File: src/rtl/clk_align_ctrl_if.sv
// clk_align_ctrl_if: PLL lock, sampler status and PHY bring-up signals of the
// eclksync phase-alignment controller.
interface clk_align_ctrl_if;
    logic       pll_lock;
    logic       realign;
    logic [1:0] align_status;
    logic       eclksync_stop;
    logic       ddr_reset;
    logic       phase_step;
    logic       aligned;
    logic       fail;
    logic [7:0] step_count;

    modport master (
        input  pll_lock, realign, align_status,
        output eclksync_stop, ddr_reset, phase_step, aligned, fail, step_count
    );
    modport slave (
        output pll_lock, realign, align_status,
        input  eclksync_stop, ddr_reset, phase_step, aligned, fail, step_count
    );
endinterface

File: src/rtl/clk_align_ctrl.sv
// clk_align_ctrl: restarts the eclksync divider, then steps PLL phase until the
// filtered sampler status shows the 00 -> 01 transition, reporting aligned or fail.
module clk_align_ctrl #(
    parameter int STOP_CYCLES   = 4,
    parameter int SETTLE_CYCLES = 16,
    parameter int FILTER        = 3,
    parameter int MAX_STEPS     = 64
) (
    input logic              sclk,
    input logic              reset_n,
    clk_align_ctrl_if.master bus
);
    typedef enum logic [3:0] {IDLE, STOP, RELEASE, SETTLE, SAMPLE, EVAL, STEP, DONE, FAIL} state_t;

    state_t      state_q, state_d;
    logic        lock_m_q, lock_s_q;
    logic [1:0]  status_q, last_q;
    logic [1:0]  cur_q, cur_d, prev_q, prev_d;
    logic        prev_valid_q, prev_valid_d;
    logic [15:0] cnt_q, cnt_d;
    logic [3:0]  filt_q, filt_d;
    logic [7:0]  step_q, step_d;
    logic        hit;

    assign hit = prev_valid_q && prev_q == 2'b00 && cur_q == 2'b01;

    always_ff @(posedge sclk or negedge reset_n) begin
        if (!reset_n) begin
            state_q      <= IDLE;
            lock_m_q     <= 1'b0;
            lock_s_q     <= 1'b0;
            status_q     <= '0;
            last_q       <= '0;
            cur_q        <= '0;
            prev_q       <= '0;
            prev_valid_q <= 1'b0;
            cnt_q        <= '0;
            filt_q       <= '0;
            step_q       <= '0;
        end else begin
            state_q      <= state_d;
            lock_m_q     <= bus.pll_lock;
            lock_s_q     <= lock_m_q;
            status_q     <= bus.align_status;
            last_q       <= status_q;
            cur_q        <= cur_d;
            prev_q       <= prev_d;
            prev_valid_q <= prev_valid_d;
            cnt_q        <= cnt_d;
            filt_q       <= filt_d;
            step_q       <= step_d;
        end
    end

    always_comb begin
        state_d = state_q;
        case (state_q)
            IDLE:     state_d = lock_s_q ? STOP : IDLE;
            STOP:     state_d = (cnt_q == 16'(STOP_CYCLES - 1)) ? RELEASE : STOP;
            RELEASE:  state_d = (cnt_q == 16'(STOP_CYCLES - 1)) ? SETTLE : RELEASE;
            SETTLE:   state_d = (cnt_q == 16'(SETTLE_CYCLES - 1)) ? SAMPLE : SETTLE;
            SAMPLE:   state_d = (filt_d == 4'(FILTER)) ? EVAL : SAMPLE;
            EVAL:     state_d = hit ? DONE : (step_q == 8'(MAX_STEPS)) ? FAIL : STEP;
            STEP:     state_d = SETTLE;
            DONE:     state_d = bus.realign ? STOP : DONE;
            FAIL:     state_d = bus.realign ? STOP : FAIL;
            default:  state_d = IDLE;
        endcase
        // Lock loss outranks everything, including a pending realign.
        if (!lock_s_q) state_d = IDLE;
    end

    always_comb begin
        cnt_d        = (state_d == state_q) ? cnt_q + 16'd1 : '0;
        filt_d       = (state_q != SAMPLE) ? '0 : (status_q == last_q) ? filt_q + 4'd1 : 4'd1;
        cur_d        = (state_q == SAMPLE) ? status_q : cur_q;
        prev_d       = prev_q;
        prev_valid_d = prev_valid_q;
        step_d       = (state_q == STEP) ? step_q + 8'd1 : step_q;
        if (state_q == EVAL && state_d == STEP) begin
            prev_d       = cur_q;
            prev_valid_d = 1'b1;
        end
        if (state_d == IDLE || state_d == STOP) begin
            step_d       = '0;
            prev_valid_d = 1'b0;
        end
    end

    always_comb begin
        bus.eclksync_stop = state_q inside {STOP, RELEASE};
        bus.ddr_reset     = state_q inside {IDLE, STOP};
        bus.phase_step    = state_q == STEP;
        bus.aligned       = state_q == DONE;
        bus.fail          = state_q == FAIL;
        bus.step_count    = step_q;
    end
endmodule

File: src/flat_wrapper.sv
// flat-port wrapper written by rule: the top's interface ports become plain ports
module clk_align_ctrl_flat 
#(
    parameter int STOP_CYCLES   = 4,
    parameter int SETTLE_CYCLES = 16,
    parameter int FILTER        = 3,
    parameter int MAX_STEPS     = 64
)
  (sclk, reset_n, bus_pll_lock, bus_realign, bus_align_status, bus_eclksync_stop, bus_ddr_reset, bus_phase_step, bus_aligned, bus_fail, bus_step_count);
  clk_align_ctrl_if bus_i ();
  input logic sclk;
  input logic reset_n;
  input wire logic [$bits(bus_i.pll_lock)-1:0] bus_pll_lock;
  input wire logic [$bits(bus_i.realign)-1:0] bus_realign;
  input wire logic [$bits(bus_i.align_status)-1:0] bus_align_status;
  output wire logic [$bits(bus_i.eclksync_stop)-1:0] bus_eclksync_stop;
  output wire logic [$bits(bus_i.ddr_reset)-1:0] bus_ddr_reset;
  output wire logic [$bits(bus_i.phase_step)-1:0] bus_phase_step;
  output wire logic [$bits(bus_i.aligned)-1:0] bus_aligned;
  output wire logic [$bits(bus_i.fail)-1:0] bus_fail;
  output wire logic [$bits(bus_i.step_count)-1:0] bus_step_count;
  assign bus_i.pll_lock = bus_pll_lock;
  assign bus_i.realign = bus_realign;
  assign bus_i.align_status = bus_align_status;
  assign bus_eclksync_stop = bus_i.eclksync_stop;
  assign bus_ddr_reset = bus_i.ddr_reset;
  assign bus_phase_step = bus_i.phase_step;
  assign bus_aligned = bus_i.aligned;
  assign bus_fail = bus_i.fail;
  assign bus_step_count = bus_i.step_count;
  clk_align_ctrl #(.STOP_CYCLES(STOP_CYCLES), .SETTLE_CYCLES(SETTLE_CYCLES), .FILTER(FILTER), .MAX_STEPS(MAX_STEPS)) u_core (.sclk(sclk), .reset_n(reset_n), .bus(bus_i));
endmodule
File: config.mk
export PLATFORM = sky130hd
export DESIGN_NAME = clk_align_ctrl_flat
export DESIGN_NICKNAME = d
export VERILOG_FILES = /design/src/rtl/clk_align_ctrl_if.sv /design/src/rtl/clk_align_ctrl.sv /design/src/flat_wrapper.sv
export SDC_FILE = /design/constraint.sdc
export NUM_CORES = 1
export LEC_CHECK = 0
export BUFFER_PORTS_ARGS = -buffer_cell sky130_fd_sc_hd__buf_2
export CORE_UTILIZATION = 60
export CTS_CLUSTER_DIAMETER = 80
export DETAILED_ROUTE_END_ITERATION = 10
export PLACE_DENSITY = 0.89
export SLEW_MARGIN = 20
export SYNTH_ARGS = -nofsm -noshare
export SYNTH_HDL_FRONTEND = slang
export SYNTH_SLANG_ARGS = --single-unit
export TNS_END_PERCENT = 100
File: constraint.sdc
create_clock -name sclk -period 2.68 [get_ports sclk]
set_input_delay 0.268 -clock sclk [delete_from_list [all_inputs] [get_ports sclk]]
set_output_delay 0.268 -clock sclk [all_outputs]
set_load 0.005 [all_outputs]
### Word-level counts from Yosys, hierarchy flattened

Index checks and enable logic that the tools add are counted.

* $add $sub $neg: 3
* eq/ne operators: 18
* multiplexer cells: 17
* reduce and logical (&&, ||, !) cells: 11

Operator list (number)
* 4-bit case mux with 9 select lines: 1
* 4-bit 2-to-1 mux: 6
* 4-bit by 3-bit equality test with 1-bit output (second input constant): 5
* 16-bit by 1-bit adder with 16-bit output (second input constant): 1
* 16-bit by 2-bit equality test with 1-bit output (second input constant): 1
* 16-bit by 4-bit equality test with 1-bit output (second input constant): 1
* 16-bit 2-to-1 mux: 1
* 8-bit 2-to-1 mux: 2
* 4-bit by 2-bit equality test with 1-bit output (second input constant): 3
* 8-bit by 1-bit adder with 8-bit output (second input constant): 1
* 4-bit by 1-bit equality test with 1-bit output (second input constant): 2
* 8-bit by 7-bit equality test with 1-bit output (second input constant): 1
* 4-bit zero test: 2
* 2-bit nonzero test: 4
* 3-bit 2-to-1 mux: 2
* 4-bit by 1-bit adder with 4-bit output (second input constant): 1
* 4-bit equality test: 1
* 4-bit equality test (second input constant): 1
* 1-bit 2-to-1 mux: 4
* 4-bit by 3-bit != test with 1-bit output (second input constant): 1
* 1-bit logical AND: 3
* 2-bit by 1-bit equality test with 1-bit output (second input constant): 1
* 2-bit equality test: 1
* 2-bit zero test: 1
* 2 further kinds: 2

* flip-flop bits (word level): 43

### Depth between registers and ports, before layout

* depth after elaboration: 11
* depth in mapped cells: 8

### Worst setup path before layout

No wires, ideal clock.

* kind: reg2reg
* start: register u_core.cnt_q[0]
* end: register u_core.cnt_q[10]
* setup time: 0.123 ns
* arrival time: 1.980 ns
* data required time: 2.557 ns
* setup slack: 0.576 ns
* cell stages (with the launch flop): 9
* period minus slack after synthesis: 2.104 ns
* path through: dfrtp_1 ha_1 nor3b_2 nand4_1 mux2_2 o31ai_4 mux2i_2 buf_6 nor4_2

* cells in the longest elaborated chain, start to end: 6
* elaborated cells between the ends (all ways): 10
* classes of those cells: 1 x add/sub; 3 x eq/ne; 6 x mux

RTL lines
* start: declaration: RTL line clk_align_ctrl.sv:20 `logic [15:0] cnt_q, cnt_d;`
* start signal: assignment: RTL line clk_align_ctrl.sv:49 `cnt_q <= cnt_d;`
* 16-bit by 4-bit equality test with 1-bit output / 16-bit by 2-bit equality test with 1-bit output (equally long branches): RTL line clk_align_ctrl.sv:61, clk_align_ctrl.sv:59, clk_align_ctrl.sv:60
* 3-bit 2-to-1 mux, or another cell as far along: RTL line clk_align_ctrl.sv:61 `SETTLE: state_d = (cnt_q == 16'(SETTLE_CYCLES - 1)) ? SAMPLE : SETTLE;`
* 4-bit case mux with 9 select lines: RTL line clk_align_ctrl.sv:57 `case (state_q)`
* 4-bit 2-to-1 mux: RTL line clk_align_ctrl.sv:70 `if (!lock_s_q) state_d = IDLE;`
* 4-bit equality test: RTL line clk_align_ctrl.sv:74 `cnt_d = (state_d == state_q) ? cnt_q + 16'd1 : '0;`
* 16-bit 2-to-1 mux (*): RTL line clk_align_ctrl.sv:74
* via u_core.cnt_d[10]: RTL line clk_align_ctrl.sv:20

Mark *: on every way through the listed nets, which the timed path passes. The rest lies on a longest branch.
A chain may end at the register's enable or synchronous reset.

### Worst setup path in the final report

* start: register u_core.cnt_q[0]
* end: register u_core.cnt_q[3]

* cells in the longest elaborated chain, start to end: 6
* elaborated cells between the ends (all ways): 10
* classes of those cells: 1 x add/sub; 3 x eq/ne; 6 x mux

RTL lines
* 16-bit by 4-bit equality test with 1-bit output: RTL line clk_align_ctrl.sv:61
* 3-bit 2-to-1 mux: RTL line clk_align_ctrl.sv:61
* 4-bit case mux with 9 select lines: RTL line clk_align_ctrl.sv:57
* 4-bit 2-to-1 mux: RTL line clk_align_ctrl.sv:70
* via u_core.state_d[2]: RTL line clk_align_ctrl.sv:15 `state_t state_q, state_d;`
* 4-bit equality test: RTL line clk_align_ctrl.sv:74
* 16-bit 2-to-1 mux: RTL line clk_align_ctrl.sv:74
* via u_core.cnt_d[3]: RTL line clk_align_ctrl.sv:20

The timed path passes the listed nets, and every way through them passes these cells.

==> metrics.md <==
| Metric | Value |
|---|---|
| Status | `completed` |
| TNS Setup | `0 ns` |
| Cell Area, Placed | `2660 µm²` |
| DRT Wirelength | `5000 µm` |
| Critical Path Source Type | `flip-flop` |
| Worst R2R Setup Slack | `0.31 ns` |
| Row cnt | `23` |
| Commonest cells after routing, fill and taps aside | `43 x dfrtp_1, 25 x nand2_1, 24 x nor2_1` |
| Routed Antenna Nets | `0` |
| Type of destination of the critical path | `flip-flop` |
| Max incr delay on CP | `0.70 ns` |
| Max clock buf depth | `2` |
| Final instance area | `2770 µm²` |
| Vias | `1,936` |
| Min Tclk post-route | `2.37 ns` |
| Share of layout cells above drive strength 1 | `25.5%` |
| CP max FO | `16` |
| Synthesis-stage register bit count | `43` |
| Buffers on Ports | `18` |
| F_max | `0.422 GHz` |
| Reg2reg start | `u_core.cnt_q[0]` |
| CP Depth | `7` |
| Mapped Nets | `256` |
| Hold-fix buffers at CTS | `0` |
| Worst-skew pair later-pin latency | `0.31 ns` |
| Finish-stage setup viols | `0` |
| Cells after Synth | `246` |
| Final Total Pwr | `1210 µW` |
| Initial antenna violation count | `0` |
| Worst hold path type | `in -> reg` |
| RSZ-0062 raised after global routing | `no` |
| CP required | `2.84 ns` |
| Drt wl/cell | `15.6 µm` |
| Antenna diodes | `0` |
| Cell area after synthesis | `2520 µm²` |
| DR DRC count | `0` |
| DP Cell Count | `313` |
| Worst Setup SP | `u_core.cnt_q[0]` |
| Slew HR | `37.9%` |
| Top delay family on crit path | `compound AO/OA/AOI/OAI gates` |
| FFs w/ async S/R, synth | `100%` |
| Critical path arrival | `2.52 ns` |
| Period utilization | `88.3%` |
| Syn_area_per_cell | `10.2 µm²` |
| Leakage power | `0.00119 µW` |
| CTS sink cnt | `43` |
| Crit-path cells | `ha_1, nor3b_2, and4_1, a21oi_1, a31oi_1, o21ai_2, nor4_1` |
| Cells on Worst Hold Path | `1` |
| I/O pin cnt | `19` |
| Starting density of the core | `62.6%` |
| First-pass GRT wire length | `7950 µm` |
| DP Wirelength | `3570 µm` |
| Critical Path Sink | `u_core.cnt_q[3]` |
| Sequential area share after synthesis | `42.7%` |
| Distinct cells, synth | `51` |
| Non-filler cells, final | `321` |
| CTS buffer count | `5` |
| Largest net degree at the start of global routing | `44` |
| Nets@finish | `280` |
| Post-synth EDFFs | `0` |
| Htree depth | `2` |
| Die Height | `66.8 µm` |
| 1st-pass router iterations | `4` |
| Initial DRC count | `196` |
| Clock Skew | `0.0152 ns` |
| Slowest stage cell, crit path | `o21ai_2` |
| Synth warn | `0` |
| Critical path type | `reg -> reg` |
| Die width | `66.8 µm` |
| Final Hold Fails | `0` |
| R2R depth | `7` |
| Clk Tree Root Cell | `clkbuf_8` |
| Routed vias/inst | `6.03` |
| # fillers | `283` |
| Vias in the first global route | `1,775` |
| Gr usage total | `24.5%` |
| Actual slew at the worst max-slew pin | `0.931 ns` |
| Die area | `4460 µm²` |
| Final Slew Violations | `0` |
| Commonest non-fill, non-tap cell in the layout | `dfrtp_1` |
| P&R area growth vs syn | `9.78%` |
| Critical R2R Capture | `u_core.cnt_q[3]` |
| Worst vdd ir | `293 µV` |
| WP buf/inv | `0` |
| Core ar. | `4030 µm²` |
| Pwr dens | `438 nW/µm²` |
| GPL Wtd Cong | `0.866` |
| Clock slew at reported path FFs | `0.09 ns` |
| Number of max-cap violations | `0` |
| Setup Fix Bufs, Post-CTS | `0` |
| Dominant synthesized flop cell | `dfrtp_1` |
| Post-CTS Resized | `0` |
| CTS tree | `yes` |
| Gr ovfl total | `0` |
report_power, final:
group | internal (µW) | switching, µW | total, µW
combinational | 46.3 | 86.3 | 133
clock | 182 | 225 | 408
sequential | 662 | 9.16 | 671
synthesized netlist by cell type, types with 2 or more instances:
cell type / number / area share [%]
buf_2: 3 / 0.60
mux2_2: 5 / 2.2
ha_1: 4 / 2.0
or3_1: 3 / 0.74
dfrtp_1: 43 / 43
nand4_1: 7 / 1.7
xnor2_1: 14 / 4.9
o21ai_0: 3 / 0.60
o31ai_4: 2 / 1.7
a21oi_1: 3 / 0.60
nand2_1: 25 / 3.7
nand2b_1: 2 / 0.50
buf_6: 4 / 1.8
o21a_1: 2 / 0.60
nor4_1: 8 / 2.0
or2_2: 3 / 0.74
nor2_1: 24 / 3.6
xor2_1: 10 / 3.5
o21ai_1: 2 / 0.40
and4bb_1: 2 / 0.99
nor4_2: 10 / 5.0
nor4_4: 2 / 1.7
a211oi_1: 2 / 0.60
nor3_1: 8 / 1.6
inv_1: 8 / 1.2
nand3_1: 14 / 2.8
buf_4: 3 / 0.89
and2_1: 4 / 0.99
and4_1: 4 / 1.4
cells by family after synthesis:
family                     after synthesis  synth area share [%]
and+or+nand+nor                        127                  32.1
DFF                                     43                  42.7
xor gates and xnor gates                25                  8.98
AOI/OAI and AO/OA                       21                  6.70
buffers and inverters                   20                  4.76
muxes                                    6                  2.78
adders and majority gates                4                  1.99
registers in the layout (all words and copies together) (netlist names):
signal,count
u_core.bus.step_count,8
u_core.cnt_q,16
u_core.cur_q,2
u_core.filt_q,4
u_core.last_q,2
u_core.lock_m_q,1
u_core.lock_s_q,1
u_core.prev_q,2
u_core.prev_valid_q,1
u_core.state_q,4
u_core.status_q,2
how the worst min path moves through the flow:
stage	start	end	slack (ns)
after floorplan	reset_n	u_core.bus.step_count[0]	-0.03
after global placement	u_core.lock_m_q	u_core.lock_s_q	0.35
after detailed placement	u_core.lock_m_q	u_core.lock_s_q	0.35
after CTS	bus_pll_lock	u_core.lock_m_q	0.07
after global routing	bus_pll_lock	u_core.lock_m_q	0.05
final	bus_align_status[0]	u_core.status_q[0]	0.07
metal layers:
metal | global-route usage (%) | part of all wire, % | routed length [µm]
met4 | 11.7 | 1.9 | 93
met3 | 6.68 | 7.0 | 352
met1 | 32.9 | 44 | 2220
met5 | 0 | 0 | 0
met2 | 36.2 | 47 | 2340
per-stage QoR:
stage	worst slack, ns	hold slack, ns	util [%]
after floorplan	0.576	-0.0276	-
after global placement	0.131	0.348	66.1
after detailed placement	0.0992	0.346	66.1
after CTS	0.0849	0.0664	68.2
after global routing	0.134	0.0530	68.7
final	0.312	0.0738	68.7
cell type report:
cell class | count | area [µm²] | share of cell area (%)
inverters | 9 | 33.8 | 1.22
clock inverters | 2 | 12.5 | 0.452
flip-flops and latches | 43 | 1080 | 38.9
multi-input cells | 183 | 1350 | 48.6
well taps | 50 | 62.6 | 2.26
repair buffers | 28 | 165 | 5.97
clock buffers | 6 | 72.6 | 2.62
No activity file was read; power rests on OpenSTA's default activity.
